### config.mk
export PLATFORM = sky130hd
export DESIGN_NAME = button_debouncer_flat
export DESIGN_NICKNAME = d
export VERILOG_FILES = /design/src/rtl/button_debouncer_if.sv /design/src/rtl/button_debouncer.sv /design/src/flat_wrapper.sv
export SDC_FILE = /design/constraint.sdc
export NUM_CORES = 1
export LEC_CHECK = 0
export ABC_AREA = 0
export CAP_MARGIN = 20
export CELL_PAD_IN_SITES_DETAIL_PLACEMENT = 1
export CELL_PAD_IN_SITES_GLOBAL_PLACEMENT = 2
export CORE_MARGIN = 1.5
export CORE_UTILIZATION = 34
export CTS_BUF_LIST = sky130_fd_sc_hd__clkbuf_4 sky130_fd_sc_hd__clkbuf_8 sky130_fd_sc_hd__clkbuf_16
export CTS_CLUSTER_DIAMETER = 60
export CTS_CLUSTER_SIZE = 30
export DETAILED_ROUTE_END_ITERATION = 8
export MAX_ROUTING_LAYER = met4
export PLACE_DENSITY = 0.69
export SKIP_LAST_GASP = 1
export SYNTH_ARGS = -nofsm -noshare
export SYNTH_HDL_FRONTEND = slang
export SYNTH_SLANG_ARGS = --single-unit
### constraint.sdc
create_clock -name clk -period 1.7 [get_ports clk]
set_input_delay 0.17 -clock clk [delete_from_list [all_inputs] [get_ports clk]]
set_output_delay 0.17 -clock clk [all_outputs]
set_load 0.02 [all_outputs]
### src/rtl/button_debouncer_if.sv
`timescale 1ns/1ps
`default_nettype none
// ============================================================================
//  Module   : button_debouncer_if
//  Purpose  : Signal bundle between a raw push-button source and the
//             debouncer that conditions it.
//  Signals  : btn_in   - raw, asynchronous, possibly bouncing button level
//             btn_out  - debounced, registered button level
//             settling - high while a candidate level change is qualified
//  Modports : master - drives btn_in, observes btn_out / settling
//             slave  - the debouncer: consumes btn_in, drives the outputs
//  Revision : 1.0 - initial release
// ============================================================================
interface button_debouncer_if;
   logic btn_in;
   logic btn_out;
   logic settling;

   modport master (
      output btn_in,
      input  btn_out,
      input  settling
   );

   modport slave (
      input  btn_in,
      output btn_out,
      output settling
   );
endinterface : button_debouncer_if
`default_nettype wire

### src/rtl/button_debouncer.sv
`timescale 1ns/1ps
`default_nettype none
// ============================================================================
//  Module   : button_debouncer
//  Purpose  : Turns a raw push-button level into a clean, glitch-free level.
//             The raw input passes through a 2-flop synchronizer, then a
//             4-state qualification FSM requires the synchronized level to
//             hold a new value for STABLE_CYCLES consecutive cycles before
//             btn_out follows it.
//  Ports    : clk          - system clock, all state updates on posedge
//             rst          - asynchronous, active-low reset (0 = reset)
//             bus.btn_in   - raw button level, asynchronous to clk
//             bus.btn_out  - debounced level (registered)
//             bus.settling - high while a level change is being qualified
//  Params   : STABLE_CYCLES - qualification length in clk cycles
//                             (legal range 2 .. 2**CNT_W-1)
//             CNT_W         - width of the stability counter
//  Revision : 1.0 - initial release
// ============================================================================
module button_debouncer #(
   parameter int unsigned STABLE_CYCLES = 1000000,
   parameter int unsigned CNT_W         = 20
) (
   input  wire                 clk,
   input  wire                 rst,
   button_debouncer_if.slave   bus
);

   // Terminal count: the WAIT state has seen the new level for STABLE_CYCLES
   // cycles when the counter reaches this value and the level still holds.
   localparam logic [CNT_W-1:0] c_last = CNT_W'(STABLE_CYCLES - 1);
   localparam logic [CNT_W-1:0] c_one  = CNT_W'(1);

   typedef enum logic [1:0] {
      ST_LOW    = 2'd0,
      ST_WAIT_H = 2'd1,
      ST_HIGH   = 2'd2,
      ST_WAIT_L = 2'd3
   } state_t;

   logic             r_sync1;
   logic             r_sync2;
   state_t           r_state;
   logic [CNT_W-1:0] r_cnt;
   logic             r_btn_out;
   logic             r_settling;
   logic             w_btn_sync;

   assign w_btn_sync   = r_sync2;
   assign bus.btn_out  = r_btn_out;
   assign bus.settling = r_settling;

   // -------------------------------------------------------------------------
   // Synchronizer and qualification FSM. btn_out / settling are loaded with
   // the values that correspond to the state being entered, so they are
   // registered and change on the same edge as the state.
   // -------------------------------------------------------------------------
   always_ff @(posedge clk or negedge rst) begin
      if (!rst) begin
         r_sync1    <= 1'b0;
         r_sync2    <= 1'b0;
         r_state    <= ST_LOW;
         r_cnt      <= '0;
         r_btn_out  <= 1'b0;
         r_settling <= 1'b0;
      end else begin
         // Only r_sync1 ever looks at the raw asynchronous input.
         r_sync1 <= bus.btn_in;
         r_sync2 <= r_sync1;

         case (r_state)
            ST_LOW: begin
               r_cnt     <= '0;
               r_btn_out <= 1'b0;
               if (w_btn_sync) begin
                  r_state    <= ST_WAIT_H;
                  r_settling <= 1'b1;
               end else begin
                  r_state    <= ST_LOW;
                  r_settling <= 1'b0;
               end
            end

            ST_WAIT_H: begin
               if (!w_btn_sync) begin
                  // Revert has priority over the terminal count.
                  r_state    <= ST_LOW;
                  r_cnt      <= '0;
                  r_btn_out  <= 1'b0;
                  r_settling <= 1'b0;
               end else if (r_cnt == c_last) begin
                  r_state    <= ST_HIGH;
                  r_cnt      <= '0;
                  r_btn_out  <= 1'b1;
                  r_settling <= 1'b0;
               end else begin
                  r_state    <= ST_WAIT_H;
                  r_cnt      <= r_cnt + c_one;
                  r_btn_out  <= 1'b0;
                  r_settling <= 1'b1;
               end
            end

            ST_HIGH: begin
               r_cnt     <= '0;
               r_btn_out <= 1'b1;
               if (!w_btn_sync) begin
                  r_state    <= ST_WAIT_L;
                  r_settling <= 1'b1;
               end else begin
                  r_state    <= ST_HIGH;
                  r_settling <= 1'b0;
               end
            end

            ST_WAIT_L: begin
               if (w_btn_sync) begin
                  // Level came back high before qualifying: stay pressed.
                  r_state    <= ST_HIGH;
                  r_cnt      <= '0;
                  r_btn_out  <= 1'b1;
                  r_settling <= 1'b0;
               end else if (r_cnt == c_last) begin
                  r_state    <= ST_LOW;
                  r_cnt      <= '0;
                  r_btn_out  <= 1'b0;
                  r_settling <= 1'b0;
               end else begin
                  r_state    <= ST_WAIT_L;
                  r_cnt      <= r_cnt + c_one;
                  r_btn_out  <= 1'b1;
                  r_settling <= 1'b1;
               end
            end

            default: begin
               r_state    <= ST_LOW;
               r_cnt      <= '0;
               r_btn_out  <= 1'b0;
               r_settling <= 1'b0;
            end
         endcase
      end
   end

   // -------------------------------------------------------------------------
   // Structural invariants of the counter and outputs.
   // -------------------------------------------------------------------------
   a_cnt_bound : assert property (@(posedge clk) disable iff (!rst)
      r_cnt <= c_last);

   a_cnt_idle : assert property (@(posedge clk) disable iff (!rst)
      ((r_state == ST_LOW) || (r_state == ST_HIGH)) |-> (r_cnt == '0));

   a_out_match : assert property (@(posedge clk) disable iff (!rst)
      r_btn_out == ((r_state == ST_HIGH) || (r_state == ST_WAIT_L)));

   a_settle_match : assert property (@(posedge clk) disable iff (!rst)
      r_settling == ((r_state == ST_WAIT_H) || (r_state == ST_WAIT_L)));

endmodule : button_debouncer
`default_nettype wire

### src/flat_wrapper.sv
// flat-port wrapper written by rule: the top's interface ports become plain ports
module button_debouncer_flat 
#(
   parameter int unsigned STABLE_CYCLES = 1000000,
   parameter int unsigned CNT_W         = 20
)
  (clk, rst, bus_btn_in, bus_btn_out, bus_settling);
  button_debouncer_if bus_i ();
  input  wire clk;
  input  wire rst;
  input wire logic [$bits(bus_i.btn_in)-1:0] bus_btn_in;
  output wire logic [$bits(bus_i.btn_out)-1:0] bus_btn_out;
  output wire logic [$bits(bus_i.settling)-1:0] bus_settling;
  assign bus_i.btn_in = bus_btn_in;
  assign bus_btn_out = bus_i.btn_out;
  assign bus_settling = bus_i.settling;
  button_debouncer #(.STABLE_CYCLES(STABLE_CYCLES), .CNT_W(CNT_W)) u_core (.clk(clk), .rst(rst), .bus(bus_i));
endmodule
Yosys cells after proc, flatten, opt, wreduce, memory -nomap -nowiden. Cells that the tools add are included.

Add/subtract/negate cells: 1. Equal/unequal tests: 4. Mux-type cells: 21. Reduce and logical (&&, ||, !) cells: 2.

Operators by type and width (count): two-way mux 20 bit (3); case mux 20 bit (3 select lines) (1); adder 20 x 1 -> 20 bit (second input constant) (1); == test 20 bit (second input constant) (1); two-way mux 1 bit (10); two-way mux 2 bit (4); case mux 1 bit (4 select lines) (2); case mux 2 bit (4 select lines) (1); == test 2 bit (second input constant) (2); == test 2 x 1 -> 1 bit (second input constant) (1); logical NOT 2 bit (1); OR reduction 2 bit (1).

Flip-flop bits (word level): 26. Bits of input ports: 3. Output and inout port bits: 2.

Depth between registers and ports, before layout. Gate-level depths: netlist of run 1.

Word-level depth: 4. Depth in mapped cells: 6. Gate-level depth less buffers: 4.

Least setup slack after synthesis of run 1. OpenSTA, ideal clock, no wires.

Path type: register -> register. Start: register u_core.r_cnt[0]. End: register u_core.r_cnt[18]. Setup time: 0.078 ns. Arrival: 1.538 ns. Data required time: 1.622 ns. Setup slack: 0.084 ns. Stages on the path, launching flop included: 6. Buffers on the path: 1. Clock period less this slack: 1.616 ns. Path through: dfrtp_1 ha_1 clkbuf_1 nand3_1 or4_1 a21oi_1.

Cells in the longest elaborated chain, start to end: 4. Elaborated cells on any way between the ends: 6.

Ends and longest elaborated chain: from (decl) (RTL line button_debouncer.sv:44) `logic [CNT_W-1:0] r_cnt;`; from (signal assigned) (RTL line button_debouncer.sv:98) `r_cnt <= r_cnt + c_one;`; from (signal assigned) (RTL line button_debouncer.sv:130) `r_cnt <= r_cnt + c_one;`; adder 20 x 1 -> 20 bit / == test 20 bit (equally long branches); two-way mux 20 bit (*) (RTL line button_debouncer.sv:91, button_debouncer.sv:123); two-way mux 20 bit, on equally long branches (RTL line button_debouncer.sv:117, button_debouncer.sv:85); case mux 20 bit (3 select lines) (*) (RTL line button_debouncer.sv:71) `case (r_state)`.

Mark *: on every way between the ends. The rest lies on a longest branch, timed or not.

Worst setup path in the final report of run 1.
Start: register u_core.r_cnt[4]. End: register u_core.r_cnt[19].

The elaborated chain is that of the path after synthesis.

==> metrics.md, run 1 <==
| Metric | Value |
|---|---|
| Status | `complete, no violations` |
| Final wirelength | `2770 microns` |
| Die area | `3760 sq um` |
| Layout fillers | `372` |
| Combinational share of power | `5.7%` |
| Fin area | `1400 sq um` |
| Area of the core | `3130 sq um` |
| Static Leak | `0.579 nW` |
| Max-Slew Margin vs Limit | `78.2%` |
| DP HPWL | `1960 microns` |
| Clock sinks | `24` |
| Async set or reset register ratio after synthesis | `100%` |
| Fin crit period | `1.60 ns` |
| Worst r2r dst | `u_core.r_cnt[19]` |
| Cell with the most instances after synthesis | `dfrtp_1` |
| Critical path, cell by cell | `nand4_2 > or2_4 > or4_1 > a21oi_1` |
| Vias per std cell | `5.28` |
| Number of I/O port buffers | `4` |
| Pint | `0.000681 W` |
| Post-synth top cells | `dfrtp_1 (24), nor2_1 (12), a21oi_1 (8), nand3_1 (8), xor2_1 (8)` |
| Largest net degree at the start of global routing | `25` |
| 1st-pass router iterations | `4` |
| Routed Antenna Nets | `0` |
| Crit share post-route | `94.3%` |
| Clk network pwr share | `28.6%` |
| Antenna violations before repair | `0` |
| Antenna Cells | `0` |
| Global-route wire length before repair | `4700 microns` |
| Max Slew Vio Count | `0` |
| Fmax | `624 MHz` |
| Startpoint Class | `register` |
| Root buf cell | `clkbuf_4` |
| Vias post-DR | `940` |
| Flop2flop setup slack | `0.1 ns` |
| Final setup vio count | `0` |
| H-tree Lvls | `1` |
| Crit path buf inv count | `0` |
| Layout overhead on the synthesized area | `21.6%` |
| TritonCTS clock tree | `done` |
| Worst Max-Slew Pin Slew | `0.327 ns` |
| Hold Worst Slack | `0.202 ns` |
| Skew-Pair Late Insertion Delay | `0.32 ns` |
| Initial detailed-routing violation count | `22` |
| Setup skew after layout | `0.00802 ns` |
| Post-synth EDFFs | `0` |
| Yosys Warn Count | `0` |
| Mapped Nets | `118` |
| Cell taking the most area after synthesis | `dfrtp_1` |
| Synth Instances | `114` |
| Peak supply drop | `0.302 mV` |
| Sequential share of power | `65.7%` |
| HP Class | `primary input to asynchronous set/reset pin` |
| Dpl cell area | `1310 sq um` |
| Worst path slowest cell | `or4_1` |
| Die width | `61.3 microns` |
| Row cnt | `20` |
| CP delay by family, top | `simple AND/OR/NAND/NOR gates` |
| Clock transition at path regs | `0.13 ns` |
| Cells on worst reg2reg path | `4` |
| Total CTS buffers | `3` |
| Longest Clk Path Bufs | `2` |
| CP required | `1.95 ns` |
| Synth Flop Type | `dfrtp_1` |
| Final hold violations | `0` |
| Multi-input logic area | `539 sq um` |
| Area contributors post-synth | `dfrtp_1 (52%), xor2_1 (6.1%), nor2_1 (3.9%)` |
| CP Class | `register to register` |
| Sw Ratio | `23.1%` |
| Remaining Overflow, GRT | `0` |
| NetSw | `0.000204 W` |
| Final #Nets | `140` |
| CP Capture Type | `register` |
| CP Max Fanout | `9` |
| Post-Syn Area | `1150 sq um` |
| Yosys cell types | `31` |
| Yosys reg bits | `24` |
| Worst EP arrival | `1.86 ns` |
| Slowest cell delay on critical path | `0.50 ns` |
| Hold-fix buffers, CTS | `0` |
| Register Area | `604 sq um` |
| Power Density | `630 nW/um^2` |
| Max-cap viol count | `0` |
| Syn_area_per_cell | `10.1 sq um` |
| I/O pin cnt | `5` |
| Wire length per cell | `15.6 microns` |
| Total track usage | `18.0%` |
| Crit Reg-Reg Startpoint | `u_core.r_cnt[4]` |
| Seq/Total Area, Yosys | `52.0%` |
| Layout cells sized above 1 | `24.6%` |
| Initial Util | `36.9%` |
| Placer congestion estimate | `0.725` |
| Synth top area share | `52.0%` |
| Vias in the first global route | `944` |
| Die Y | `61.3 microns` |
| Detailed-route DRC error count | `0` |
-- sequential cells by signal, indices dropped and copies added, names as in the netlist --
signal and count:
u_core.r_sync1 1, u_core.r_cnt 20, u_core.r_state 2, u_core.r_sync2 1
-- kinds of logic (layout without fill, tap and decap cells) --
group | after synthesis | after routing | share of synthesized area [%]
buffers and inverters | 7 | 27 | 2.93
DFF | 24 | 24 | 52.0
adders and majority gates | 1 | 1 | 1.08
AOI/OAI and AO/OA | 18 | 18 | 9.21
and+or+nand+nor | 52 | 52 | 25.5
xor gates and xnor gates | 11 | 11 | 8.34
muxes | 1 | 1 | 0.975
-- placed cells by master (no fill, tap or decap), types with 4 or more instances in the layout --
master	instances
a21oi_1	8
buf_4	15
clkbuf_4	4
clkdlybuf4s50_1	4
dfrtp_1	21
nand2_1	5
nand3_1	7
nand4_1	4
nor2_1	12
o21ai_0	4
o31ai_1	4
or4_1	4
xor2_1	8
-- worst max-delay path by stage --
stage | from | endpoint | slack, ns | depth (start not counted)
after global routing | u_core.r_cnt[4] | u_core.r_cnt[12] | -0.02 | 6
final | u_core.r_cnt[4] | u_core.r_cnt[19] | 0.1 | 4
after global placement | u_core.r_cnt[3] | u_core.r_cnt[17] | 0.05 | 4
after CTS | u_core.r_cnt[3] | u_core.r_cnt[19] | 0.02 | 4
after floorplan | u_core.r_cnt[0] | u_core.r_cnt[18] | 0.08 | 5
after detailed placement | u_core.r_cnt[3] | u_core.r_cnt[17] | -0.02 | 4
-- power by group through the flow --
stage | Clock [W] | Sequential, W | Combinational, W
6_report | 0.000253 | 0.000581 | 0.0000501
5_1_grt | 0.000285 | 0.000582 | 0.0000562
4_1_cts | 0.000266 | 0.000582 | 0.0000427
3_5_place_dp | 0 | 0.000593 | 0.0000423
3_3_place_gp | 0 | 0.000592 | 0.0000414
2_1_floorplan | 0 | 0.000593 | 0.0000124
-- metrics by stage --
stage | power (W) | worst slack [ns] | std cells | util, % | TNS, ns
2_1_floorplan | 0.000605 | 0.0842 | 114 | - | 0
3_3_place_gp | 0.000634 | 0.0453 | 169 | 41.9 | 0
3_5_place_dp | 0.000635 | -0.0195 | 169 | 41.9 | -0.0331
4_1_cts | 0.000890 | 0.0165 | 172 | 42.7 | 0
5_1_grt | 0.000924 | -0.0184 | 178 | 44.9 | -0.0945
6_report | 0.000885 | 0.0975 | 178 | 44.9 | 0
-- repair_timing --
action	in CTS	in global routing
setup endpoints to repair	3	21
cloned	0	1
buffers inserted	0	5
resized for setup	1	9
pin swaps	0	3
-- final cells by class --
cell class | count | area share [%]
clock buffers | 3 | 1.60
inverters | 3 | 0.802
multi-input cells | 83 | 38.4
flip-flops and latches | 24 | 43.0
well taps | 44 | 3.92
repair buffers | 21 | 12.2
-- per-layer routing --
| metal | up-vias | routed length, microns | track usage, % |
|---|---|---|---|
| met5 | - | 0 | - |
| met4 | 0 | 21 | 3.73 |
| met3 | 2 | 74 | 5.04 |
| met2 | 10 | 1380 | 28.1 |
| met1 | 478 | 1300 | 23.6 |
| li1 | 450 | - | - |
Power figures use the tool's default switching activity.
==> run 2, diff against run 1 <==
--- a/config.mk
+++ b/config.mk
@@ -6,17 +6,16 @@
 export NUM_CORES = 1
 export LEC_CHECK = 0
 export ABC_AREA = 0
-export CAP_MARGIN = 20
 export CELL_PAD_IN_SITES_DETAIL_PLACEMENT = 1
 export CELL_PAD_IN_SITES_GLOBAL_PLACEMENT = 2
 export CORE_MARGIN = 1.5
-export CORE_UTILIZATION = 34
+export CORE_UTILIZATION = 30
 export CTS_BUF_LIST = sky130_fd_sc_hd__clkbuf_4 sky130_fd_sc_hd__clkbuf_8 sky130_fd_sc_hd__clkbuf_16
 export CTS_CLUSTER_DIAMETER = 60
 export CTS_CLUSTER_SIZE = 30
 export DETAILED_ROUTE_END_ITERATION = 8
 export MAX_ROUTING_LAYER = met4
-export PLACE_DENSITY = 0.69
+export PLACE_DENSITY = 0.62
 export SKIP_LAST_GASP = 1
 export SYNTH_ARGS = -nofsm -noshare
 export SYNTH_HDL_FRONTEND = slang
==> metrics.md, run 2 (synthesis gave the netlist of run 1 again) <==
| Metric | Value |
|---|---|
| Fin crit period | `1.65 ns` |
| Largest net degree at the start of global routing | `25` |
| Layout fillers | `430` |
| Initial Util | `31.3%` |
| Final #Nets | `141` |
| Flop2flop setup slack | `0.05 ns` |
| Final setup vio count | `0` |
| Commonest non-fill, non-tap cell in the layout | `dfrtp_1` |
| Global-route wire length before repair | `4590 microns` |
| Number of I/O port buffers | `4` |
| CP Capture Type | `register` |
| Total track usage | `14.9%` |
| TritonCTS clock tree | `done` |
| H-tree Lvls | `1` |
| Post-layout util | `39.8%` |
| CP Class | `register to register` |
| Unrepaired setup endpoints after global routing | `yes` |
| Placer congestion estimate | `0.744` |
| Die area | `4230 sq um` |
| Vias post-DR | `925` |
| Skew-Pair Late Insertion Delay | `0.27 ns` |
| Startpoint Class | `register` |
| HP Class | `primary input to asynchronous set/reset pin` |
| Wire length per cell | `15.2 microns` |
| Longest Clk Path Bufs | `2` |
| Final wirelength | `2800 microns` |
| Hold-fix buffers, CTS | `0` |
| Final hold violations | `0` |
| DP HPWL | `1910 microns` |
| Cells on worst reg2reg path | `5` |
| Routed Antenna Nets | `0` |
| Max Slew Vio Count | `0` |
| Layout overhead on the synthesized area | `27.0%` |
| I/O pin cnt | `5` |
| Slowest cell delay on critical path | `0.39 ns` |
| Remaining Overflow, GRT | `0` |
| Row cnt | `22` |
| Critical path, cell by cell | `and4_2 > nand3_1 > buf_4 > or3_1 > a21oi_1` |
| Setup skew after layout | `0.00396 ns` |
| Setup crit start | `u_core.r_cnt[5]` |
| Max-cap viol count | `0` |
| Worst r2r dst | `u_core.r_cnt[14]` |
| Worst Max-Slew Pin Slew | `0.316 ns` |
| Antenna Cells | `0` |
| Clock transition at path regs | `0.09 ns` |
| Hold Worst Slack | `0.260 ns` |
| Area of the core | `3690 sq um` |
| Root buf cell | `clkbuf_8` |
| Vias per std cell | `5.03` |
| Initial detailed-routing violation count | `29` |
| Total CTS buffers | `3` |
| Vias in the first global route | `984` |
| Worst EP arrival | `1.85 ns` |
| Die Y | `65.0 microns` |
| Layout cells sized above 1 | `26.5%` |
| Largest register by flop count | `u_core.r_cnt` |
| Crit Reg-Reg Startpoint | `u_core.r_cnt[5]` |
| CP Max Fanout | `5` |
| Peak supply drop | `0.431 mV` |
| Crit share post-route | `97.2%` |
| Commonest non-fill, non-tap cells in the layout | `dfrtp_1 (20), buf_4 (17), nor2_1 (12)` |
| Die width | `65.0 microns` |
| Power Density | `772 nW/um^2` |
| Static Leak | `0.609 nW` |
| Detailed-route DRC error count | `0` |
| Critical Path End | `u_core.r_cnt[14]` |
| Antenna violations before repair | `0` |
| CP required | `1.90 ns` |
| 1st-pass router iterations | `4` |
| Max reg flops | `20` |
| Worst path slowest cell | `dfrtp_1` |
| Fmax | `605 MHz` |
| Status | `complete, no violations` |
| Max-Slew Margin vs Limit | `78.9%` |
| Clock sinks | `24` |
| Largest registers | `u_core.r_cnt x20, u_core.r_state x2` |
[run 2: worst min-delay path by stage]
| stage | slack [ns] | from | to | depth (start not counted) |
|---|---|---|---|---|
| global placement | 0.34 | u_core.r_sync1 | u_core.r_sync2 | 0 |
| floorplan | -0.13 | rst | u_core.r_cnt[0] | 0 |
| global route | 0.29 | rst | u_core.r_sync2 | 2 |
| CTS | 0.27 | rst | u_core.r_cnt[7] | 2 |
| detailed placement | 0.35 | u_core.r_sync1 | u_core.r_sync2 | 0 |
| finish | 0.26 | rst | u_core.r_cnt[15] | 2 |
[run 2: final cells by class]
type	count	area, sq um	share of cell area [%]
Sequential cell	24	606	41.3
Multi-Input combinational cell	83	539	36.8
Timing Repair Buffer	22	179	12.2
Tap cell	48	60.1	4.10
Clock buffer	3	41.3	2.82
Clock inverter	1	30.0	2.05
Inverter	3	11.3	0.768
[run 2: critical path: cells and delay by family (launching register included)]
family | cells | cell delay, ns
AND/OR/NAND/NOR | 3 | 0.82
flip-flops | 1 | 0.39
buffers and inverters | 1 | 0.21
AO/OA/AOI/OAI | 1 | 0.16
[run 2: report_power, final]
group	total (W)	internal (W)	switching, W
registers	0.000580	0.000576	0.00000384
logic	0.0000446	0.0000170	0.0000276
clock network	0.000507	0.000315	0.000192
total	0.00113	0.000908	0.000224
[run 2: timing repair]
| item | CTS | global route |
|---|---|---|
| setup buffers | 0 | 6 |
| endpoints found under the setup margin | 2 | 15 |
| resized for setup | 1 | 9 |
| pin swaps | 0 | 1 |
[run 2: stage by stage]
| stage | power [W] | instance area [sq um] | TNS, ns | instances | worst slack (ns) |
|---|---|---|---|---|---|
| detailed placement | 0.000635 | 1320 | -0.0248 | 174 | -0.0248 |
| CTS | 0.00116 | 1400 | 0 | 178 | 0.00229 |
| finish | 0.00113 | 1470 | 0 | 184 | 0.0476 |
| floorplan | 0.000605 | 1150 | 0 | 114 | 0.0842 |
| global route | 0.00118 | 1470 | -0.00575 | 184 | -0.00335 |
| global placement | 0.000634 | 1320 | 0 | 174 | 0.0337 |
[run 2: metal layers]
layer / vias up / wire [microns] / global-route usage (%)
li1: 454 / - / -
met1: 460 / 1280 / 17.6
met2: 6 / 1420 / 25.1
met3: 5 / 68 / 4.17
met4: 0 / 33 / 3.91
met5: - / 0 / -
==> run 3, diff against run 2 <==
--- a/config.mk
+++ b/config.mk
@@ -8,7 +8,7 @@
 export ABC_AREA = 0
 export CELL_PAD_IN_SITES_DETAIL_PLACEMENT = 1
 export CELL_PAD_IN_SITES_GLOBAL_PLACEMENT = 2
-export CORE_MARGIN = 1.5
+export CORE_MARGIN = 5
 export CORE_UTILIZATION = 30
 export CTS_BUF_LIST = sky130_fd_sc_hd__clkbuf_4 sky130_fd_sc_hd__clkbuf_8 sky130_fd_sc_hd__clkbuf_16
 export CTS_CLUSTER_DIAMETER = 60
==> metrics.md, run 3 (synthesis gave the netlist of run 1 again) <==
| Metric | Value |
|---|---|
| Final hold violations | `0` |
| Dpl ws | `0.0235 ns` |
| Remaining Overflow, GRT | `0` |
| Largest net degree at the start of global routing | `25` |
| HP Class | `primary input to asynchronous set/reset pin` |
| CP required | `1.90 ns` |
| Pint | `0.000799 W` |
| Slowest cell delay on critical path | `0.50 ns` |
| Final wirelength | `2450 microns` |
| Commonest non-fill, non-tap cells in the layout | `dfrtp_1 (24), nor2_1 (12), buf_4 (10)` |
| Vias per std cell | `5.09` |
| Placer congestion estimate | `0.742` |
| Post-placement cell count | `173` |
| Hold-fix buffers, CTS | `0` |
| Peak supply drop | `0.529 mV` |
| Clk network pwr share | `38.5%` |
| Vias post-DR | `901` |
| Status | `complete, no violations` |
| Skew-Pair Late Insertion Delay | `0.27 ns` |
| Global-route wire length before repair | `4410 microns` |
| Fin crit period | `1.63 ns` |
| Row cnt | `22` |
| Worst path slowest cell | `or4_1` |
| Setup WS post-layout | `0.0709 ns` |
| Final #Nets | `134` |
| Largest registers | `u_core.r_cnt x20, u_core.r_state x2` |
| Layout cells sized above 1 | `18.6%` |
| Met3 Resource Use GR | `3.46%` |
| Worst EP arrival | `1.83 ns` |
| NetSw | `0.000214 W` |
| Hold Worst Slack | `0.254 ns` |
| Total track usage | `11.2%` |
| Antenna Cells | `0` |
| Crit path buf inv count | `0` |
| Detailed-route DRC error count | `0` |
| Crit share post-route | `95.8%` |
| Final setup vio count | `0` |
| Worst Max-Slew Pin Slew | `0.322 ns` |
| Final non-filler cell total | `177` |
| CP delay by family, top | `simple AND/OR/NAND/NOR gates` |
| 1st-pass router iterations | `4` |
| Die area | `5190 sq um` |
| Layout overhead on the synthesized area | `21.6%` |
| Initial detailed-routing violation count | `10` |
| Max reg flops | `20` |
| I/O pin cnt | `5` |
| Flop2flop setup slack | `0.07 ns` |
| Critical path, cell by cell | `nand3_1 > or2_4 > or4_1 > a21oi_1` |
| Root buf cell | `clkbuf_8` |
| Sequential share of power | `57.3%` |
| Routed Antenna Nets | `0` |
| Area of the core | `3690 sq um` |
| Clock transition at path regs | `0.09 ns` |
| Number of I/O port buffers | `4` |
| Startpoint Class | `register` |
| Initial Util | `31.3%` |
| Sw Ratio | `21.1%` |
| Cells on worst reg2reg path | `4` |
| CP Class | `register to register` |
| Max-Slew Margin vs Limit | `78.6%` |
| GR Layer Usage met1 | `12.8%` |
| Gr busiest metal | `met2` |
| Commonest non-fill, non-tap cell in the layout | `dfrtp_1` |
| Power Density | `721 nW/um^2` |
| Unrepaired setup endpoints after global routing | `yes` |
| Layout fillers | `434` |
| Wire length per cell | `13.9 microns` |
| Die Y | `72.0 microns` |
| TritonCTS clock tree | `done` |
| CP Max Fanout | `9` |
| Die width | `72.0 microns` |
| Critical path depth in cells | `4` |
| H-tree Lvls | `1` |
| DP HPWL | `1820 microns` |
| Fmax | `614 MHz` |
| Largest register by flop count | `u_core.r_cnt` |
| Static Leak | `0.578 nW` |
| Antenna violations before repair | `0` |
| CP Capture Type | `register` |
| Vias in the first global route | `945` |
| Total CTS buffers | `3` |
| Longest Clk Path Bufs | `2` |
| Grt met2 use | `18.7%` |
| Clock sinks | `24` |
| Combinational share of power | `4.1%` |
| Setup skew after layout | `0.00649 ns` |
| Max-cap viol count | `0` |
| Max Slew Vio Count | `0` |
| Total power | `0.00101 W` |
## run 3: cell count changes in the layout (fill, tap and decap cells not counted), moves of 2 or more
| cell | change |
|---|---|
| and4_2 | -2 |
| buf_4 | -7 |
| dfrtp_1 | +4 |
| dfrtp_2 | -4 |
## run 3: power groups by stage
stage,Clock [W],Sequential (W),Combinational [W]
final,0.000390,0.000581,0.0000420
after global routing,0.000435,0.000582,0.0000479
after CTS,0.000412,0.000581,0.0000441
after detailed placement,0,0.000592,0.0000441
after global placement,0,0.000592,0.0000438
after floorplan,0,0.000593,0.0000124
## run 3: layout make-up
class	instances	area [sq um]	area share, %
Tap cell	48	60.1	4.28
Sequential cell	24	601	42.8
Clock buffer	4	55.1	3.92
Timing Repair Buffer	15	135	9.63
Inverter	3	11.3	0.802
Multi-Input combinational cell	83	542	38.6
## run 3: metrics by stage
stage / util [%] / cell area [sq um] / setup TNS, ns
after CTS: 37.5 / 1380 / 0
after global routing: 38.1 / 1400 / -0.0442
after global placement: 36.0 / 1330 / 0
after detailed placement: 36.0 / 1330 / 0
final: 38.1 / 1400 / 0
after floorplan: - / 1150 / 0
## run 3: worst paths after layout
| kind | startpoint | to |
|---|---|---|
| setup reg to reg | u_core.r_cnt[6] | u_core.r_cnt[19] |
| setup / recovery | u_core.r_cnt[6] | u_core.r_cnt[19] |
| max in group asynchronous | rst | u_core.r_cnt[1] |
| min in group clk | bus_btn_in | u_core.r_sync1 |
| hold reg to reg | u_core.r_sync1 | u_core.r_sync2 |
| hold / removal | rst | u_core.r_cnt[17] |
## run 3: what timing repair did
action,CTS,global route
setup buffers,0,0
gates resized for setup,0,5
setup endpoints to repair,0,21
## run 3: layer usage
metal | vias up | routed length [microns] | part of all wire, %
met5 | - | 0 | 0
met4 | 0 | 35 | 1.4
met2 | 6 | 1200 | 49
met3 | 5 | 73 | 3.0
li1 | 439 | - | -
met1 | 451 | 1140 | 46
==> RTL change 1, RTL diff (config.mk and constraints of run 1) <==
Re-encode `state_t` (4 states) as one-hot, 4 bits wide.
--- a/src/rtl/button_debouncer.sv
+++ b/src/rtl/button_debouncer.sv
@@ -32,9 +32,9 @@
    localparam logic [CNT_W-1:0] c_one  = CNT_W'(1);
 
-   typedef enum logic [1:0] {
-      ST_LOW    = 2'd0,
-      ST_WAIT_H = 2'd1,
-      ST_HIGH   = 2'd2,
-      ST_WAIT_L = 2'd3
+   typedef enum logic [3:0] {
+      ST_LOW    = 4'b0001,
+      ST_WAIT_H = 4'b0010,
+      ST_HIGH   = 4'b0100,
+      ST_WAIT_L = 4'b1000
    } state_t;
 
Function: same outputs for any inputs over 10 cycles, from zero or initial values and one cycle with rst low; not proved beyond that.
==> RTL change 1 against run 1 <==
  * The run now ends with negative setup slack left
  * Worst setup slack got worse by 0.51 ns
  * Worst hold slack improved by 0.067 ns
  * Cell count rose by 28%
  * Wire length rose by 25%
  * Clock skew fell by 0.0035 ns
  * Design area rose by 31%
  * Fmax fell by 24%
  * Synthesized cell count rose by 28%
  * Sequential cell count rose by 4
  * Synthesized area rose by 22%
  * Critical path depth did not move
Power is not compared: it rests on default switching activity, and its combinational part moved more than twofold at a synthesized area within 25%.
==> RTL change 1: results (changes against run 1) <==
{| class="wikitable"
! Metric !! Value
|-
| Clock tree cell share of total cell area || 3.89% (was 1.60%)
|-
| Launch point of the worst path || u_core.r_cnt[8]$_DFF_PN0_ (was u_core.r_cnt[4]$_DFF_PN0_)
|-
| Global routing usage on met3 || 3.00% (was 5.04%)
|-
| Number of clock sinks || 28 (was 24)
|-
| Placed instance area || 0.00169 mm2 (was 0.00131 mm2)
|-
| Tightest Pin Transition || 0.493 ns (was 0.327 ns)
|-
| Cell count after synthesis || 146 (was 114)
|-
| Final setup vio count || 26 (was 0)
|-
| Site row count || 23 (was 20)
|-
| Largest regs || u_core.r_cnt: 20 flops, u_core.r_state: 4 flops (was u_core.r_cnt: 20 flops, u_core.r_state: 2 flops)
|-
| Outcome || finished, violations left (was finished clean)
|-
| Highest cell delay on the worst timing path || 0.54 ns (was 0.50 ns)
|-
| Routability-driven placement congestion ratio || 0.728 (was 0.725)
|-
| Vias in the first global route || 1286 (was 944)
|-
| Placed wire-length estimate after detailed placement || 2.51 mm (was 1.96 mm)
|-
| Met2 routing resource usage after global routing || 30.9% (was 28.1%)
|-
| Worst reg2reg endpoint || u_core.bus.btn_out$_DFF_PN0_ (was u_core.r_cnt[19]$_DFF_PN0_)
|-
| Fraction of standard cell area in multi-input logic || 37.2% (was 38.4%)
|-
| Cell Count Post-Placement || 219 (was 169)
|-
| Unique cell type count in the Yosys netlist || 35 (was 31)
|-
| Share of the synthesized netlist area taken by xor and xnor gates || 8.68% (was 8.34%)
|-
| Number of standard cells in the layout, taps in and fillers out || 227 (was 178)
|-
| Routed wire length || 3.45 mm (was 2.77 mm)
|-
| Clock Skew || 0.00450 ns (was 0.00802 ns)
|-
| Fraction of layout instances using a drive strength above 1 || 27.1% (was 24.6%)
|-
| Most area-consuming cells after synthesis || sky130_fd_sc_hd__dfrtp_1 48%, sky130_fd_sc_hd__xor2_1 6.8%, sky130_fd_sc_hd__nor2_1 4.8% (was sky130_fd_sc_hd__dfrtp_1 52%, sky130_fd_sc_hd__xor2_1 6.1%, sky130_fd_sc_hd__nor2_1 3.9%)
|-
| Post-layout worst setup margin || -0.413 ns (was 0.0975 ns)
|-
| Sequential cell area fraction in the yosys report || 49.7% (was 52.0%)
|-
| Adder-cell share of the synthesized area || 0.886% (was 1.08%)
|-
| Met1 routing resource usage after global routing || 22.1% (was 23.6%)
|-
| Drt initial violations || 37 (was 22)
|-
| Worst-Skew Late Latency || 0.28 ns (was 0.32 ns)
|-
| Non-clock buffer count in the final layout || 37 (was 21)
|-
| Data-path buffer share of cell area in the final layout || 16.3% (was 12.2%)
|-
| Multiplexer area fraction after synthesis || 0% (was 0.975%)
|-
| Violations in the final reports || negative setup slack
|-
| Pin count of the biggest net entering global routing || 29 (was 25)
|-
| Final setup TNS || -9.14 ns (was 0 ns)
|-
| Largest fanout on the critical path || 5 (was 9)
|-
| Slowest stage cell, crit path || sky130_fd_sc_hd__or4b_1 (was sky130_fd_sc_hd__or4_1)
|-
| Synth Area in Compound Gates || 11.0% (was 9.21%)
|-
| Register clock-pin slew on the reported worst setup and hold paths || 0.10 ns (was 0.13 ns)
|}
[RTL change 1: layer usage]
layer	wire (um)	up-vias
met1	1590	592
met3	55	4
met4	60	0
li1	-	583
met2	1740	6
met5	0	-
[RTL change 1: worst max-delay path, delay by kind of cell, from the launching register on]
family / cells / cell delay [ns]
flops: 1 / 0.40
compound gates: 1 / 0.14
simple gates: 3 / 1.50
[RTL change 1: repair_timing]
action	in CTS	in global routing
hold buffers	0	0
setup buffers	2	1
gates resized for setup	10	1
pin swaps	3	2
gates cloned	1	0
endpoints found under the setup margin	26	26
[RTL change 1: logic make-up after synthesis]
logic type      after synthesis
simple gates                 64
fa+ha+maj                     1
xor+xnor                     14
compound gates               24
flops                        28
buf+inv                      15
[RTL change 1: how the worst min path moves through the flow]
stage                                   endpoint  depth (start not counted)                startpoint
global route          u_core.r_cnt[10]$_DFF_PN0_                          2                       rst
CTS                  u_core.r_state[2]$_DFF_PN0_                          2                       rst
finish               u_core.r_state[1]$_DFF_PN0_                          2                       rst
floorplan           u_core.bus.btn_out$_DFF_PN0_                          0                       rst
global placement        u_core.r_sync2$_DFF_PN0_                          0  u_core.r_sync1$_DFF_PN0_
detailed placement      u_core.r_sync2$_DFF_PN0_                          0  u_core.r_sync1$_DFF_PN0_
[RTL change 1: where the power goes]
group | switching [W] | leakage (nW) | internal [W] | total (W)
combinational | 0.0000803 | 0.364 | 0.0000559 | 0.000136
clock | 0.000214 | 0.0357 | 0.000316 | 0.000530
sequential | 0.0000174 | 0.380 | 0.000687 | 0.000705
total | 0.000312 | 0.780 | 0.00106 | 0.00137
==> RTL change 2, RTL diff (settings of run 1) <==
Made on the original files. `CNT_W` is set to 20 in 2 places; all go to 18.
--- a/src/rtl/button_debouncer.sv
+++ b/src/rtl/button_debouncer.sv
@@ -20,5 +20,5 @@
 module button_debouncer #(
    parameter int unsigned STABLE_CYCLES = 1000000,
-   parameter int unsigned CNT_W         = 20
+   parameter int unsigned CNT_W         = 18
 ) (
    input  wire                 clk,
--- a/src/flat_wrapper.sv
+++ b/src/flat_wrapper.sv
@@ -3,5 +3,5 @@
 #(
    parameter int unsigned STABLE_CYCLES = 1000000,
-   parameter int unsigned CNT_W         = 20
+   parameter int unsigned CNT_W         = 18
 )
   (clk, rst, bus_btn_in, bus_btn_out, bus_settling);
Function: no difference found for any inputs over 10 cycles, from zero or initial values and one cycle with rst low; that may be too few to reach the edited logic, so the function may still have changed.
==> RTL change 2 against run 1 <==
  * Critical path depth stayed put
  * First-iteration DRC count is 100% higher
  * Worst setup slack worse by 0.049 ns
  * Fmax is 3.0% lower
  * Worst hold slack better by 0.010 ns
  * Design area is 3.0% lower
  * Sequential cell count is 2 lower
  * Synthesized area is 8.9% lower
  * Sequential share of layout area is 2.4 points lower
  * Wire length is 12% lower
  * Via count is 12% lower
  * Die area is 8.5% lower
  * Total power is 8.3% lower
  * Largest cell class unchanged
==> RTL change 2: results (changes against run 1) <==
{| class="wikitable"
! Metric !! Value
|-
| Placed wire-length estimate after detailed placement || 1.75 mm (was 1.96 mm)
|-
| Max-slew headroom at the worst pin || 72.1% (was 78.2%)
|-
| Outcome || finished clean (unchanged)
|-
| Clock Skew || 0.00355 ns (was 0.00802 ns)
|-
| Average wire per standard cell || 15.4 um (was 15.6 um)
|-
| Cell Count Post-Placement || 153 (was 169)
|-
| Met2 routing resource usage after global routing || 25.7% (was 28.1%)
|-
| Met1 routing resource usage after global routing || 22.9% (was 23.6%)
|-
| Drt initial violations || 45 (was 22)
|-
| Most area-consuming cells after synthesis || sky130_fd_sc_hd__dfrtp_1 52%, sky130_fd_sc_hd__xnor2_1 8.3%, sky130_fd_sc_hd__nor2_1 6.4% (was sky130_fd_sc_hd__dfrtp_1 52%, sky130_fd_sc_hd__xor2_1 6.1%, sky130_fd_sc_hd__nor2_1 3.9%)
|-
| Cell count after synthesis || 101 (was 114)
|-
| Synth Net Count || 105 (was 118)
|-
| Routability-driven placement congestion ratio || 0.796 (was 0.725)
|-
| Leakage component of the power || 0.553 nW (was 0.579 nW)
|-
| Register-to-Register Setup Slack || 0.05 ns (was 0.1 ns)
|-
| Unique cell type count in the Yosys netlist || 25 (was 31)
|-
| Worst-case vdd ir drop || 342 uV (was 302 uV)
|-
| Number of fillers in the final layout || 348 (was 372)
|-
| Largest fanout on the critical path || 3 (was 9)
|-
| Global-route wire length before repair || 4.24 mm (was 4.70 mm)
|-
| Slowest stage cell, crit path || sky130_fd_sc_hd__or4_4 (was sky130_fd_sc_hd__or4_1)
|-
| Vias in the first global route || 871 (was 944)
|-
| Placed instance area || 0.00125 mm2 (was 0.00131 mm2)
|-
| Sequential cell area fraction in the yosys report || 52.3% (was 52.0%)
|-
| Launch point of the worst path || u_core.r_cnt[8]$_DFF_PN0_ (was u_core.r_cnt[4]$_DFF_PN0_)
|-
| Post-detailed-route via-to-cell ratio || 5.22 (was 5.28)
|}
-- RTL change 2: changes by cell type after synthesis, moves of 3 or more --
cell and change:
sky130_fd_sc_hd__nand3_1 -4, sky130_fd_sc_hd__a21oi_1 -7, sky130_fd_sc_hd__nor4_1 +5, sky130_fd_sc_hd__o21ai_0 -4
sky130_fd_sc_hd__xnor2_1 +7, sky130_fd_sc_hd__and3_1 -3, sky130_fd_sc_hd__or4_1 -4, sky130_fd_sc_hd__nand4_1 +4
sky130_fd_sc_hd__nor2_1 +6, sky130_fd_sc_hd__o31ai_1 -4
-- RTL change 2: where the power goes --
part	internal (W)	leakage (nW)	switching, W	total, W
Clock	0.0000828	0.0138	0.000151	0.000234
Combinational	0.0000179	0.243	0.0000257	0.0000436
Sequential	0.000529	0.296	0.00000501	0.000534
-- RTL change 2: cells by family after synthesis --
kind of cell,synth area share [%]
muxes,1.07
buffers and inverters,1.90
xor gates and xnor gates,13.3
adders and majority gates,1.19
and+or+nand+nor,27.2
DFF,52.3
AOI/OAI and AO/OA,2.97
-- RTL change 2: repair_timing --
item | 4_1_cts | 5_1_grt
pin swaps | 1 | 4
setup buffers | 1 | 2
gates resized for setup | 2 | 13
setup endpoints to repair | 1 | 19
hold buffers | 0 | 0
gates cloned | 0 | 0
-- RTL change 2: worst max path at each step --
stage,endpoint,slack [ns],cells past startpoint
6_report,u_core.r_cnt[17]$_DFF_PN0_,0.05,4
2_1_floorplan,u_core.r_cnt[12]$_DFF_PN0_,0.04,6
5_1_grt,u_core.r_cnt[12]$_DFF_PN0_,-0.03,5
3_5_place_dp,u_core.bus.btn_out$_DFF_PN0_,-0.02,4
3_3_place_gp,u_core.bus.btn_out$_DFF_PN0_,0.04,4
4_1_cts,u_core.bus.btn_out$_DFF_PN0_,0.02,5
-- RTL change 2: layer usage --
layer,share of wire [%],vias up
li1,-,404
met1,48,415
met2,47,6
met3,2.1,5
met4,2.1,0
met5,0,-
-- RTL change 2: area by class of cell --
type	instances	share of cell area, %
well taps	33	3.03
flip-flops and latches	22	40.6
clock buffers	3	1.65
multi-input cells	74	39.6
inverters	3	0.827
repair buffers	24	14.2
-- RTL change 2: stage by stage --
| step | utilization (%) | setup WS (ns) | hold WS [ns] |
|---|---|---|---|
| finish | 45.3 | 0.0483 | 0.213 |
| global route | 45.3 | -0.0335 | 0.238 |
| CTS | 43.1 | 0.0202 | 0.224 |
| detailed placement | 41.7 | -0.0228 | 0.348 |
| global placement | 41.7 | 0.0450 | 0.344 |
| floorplan | - | 0.0393 | -0.126 |
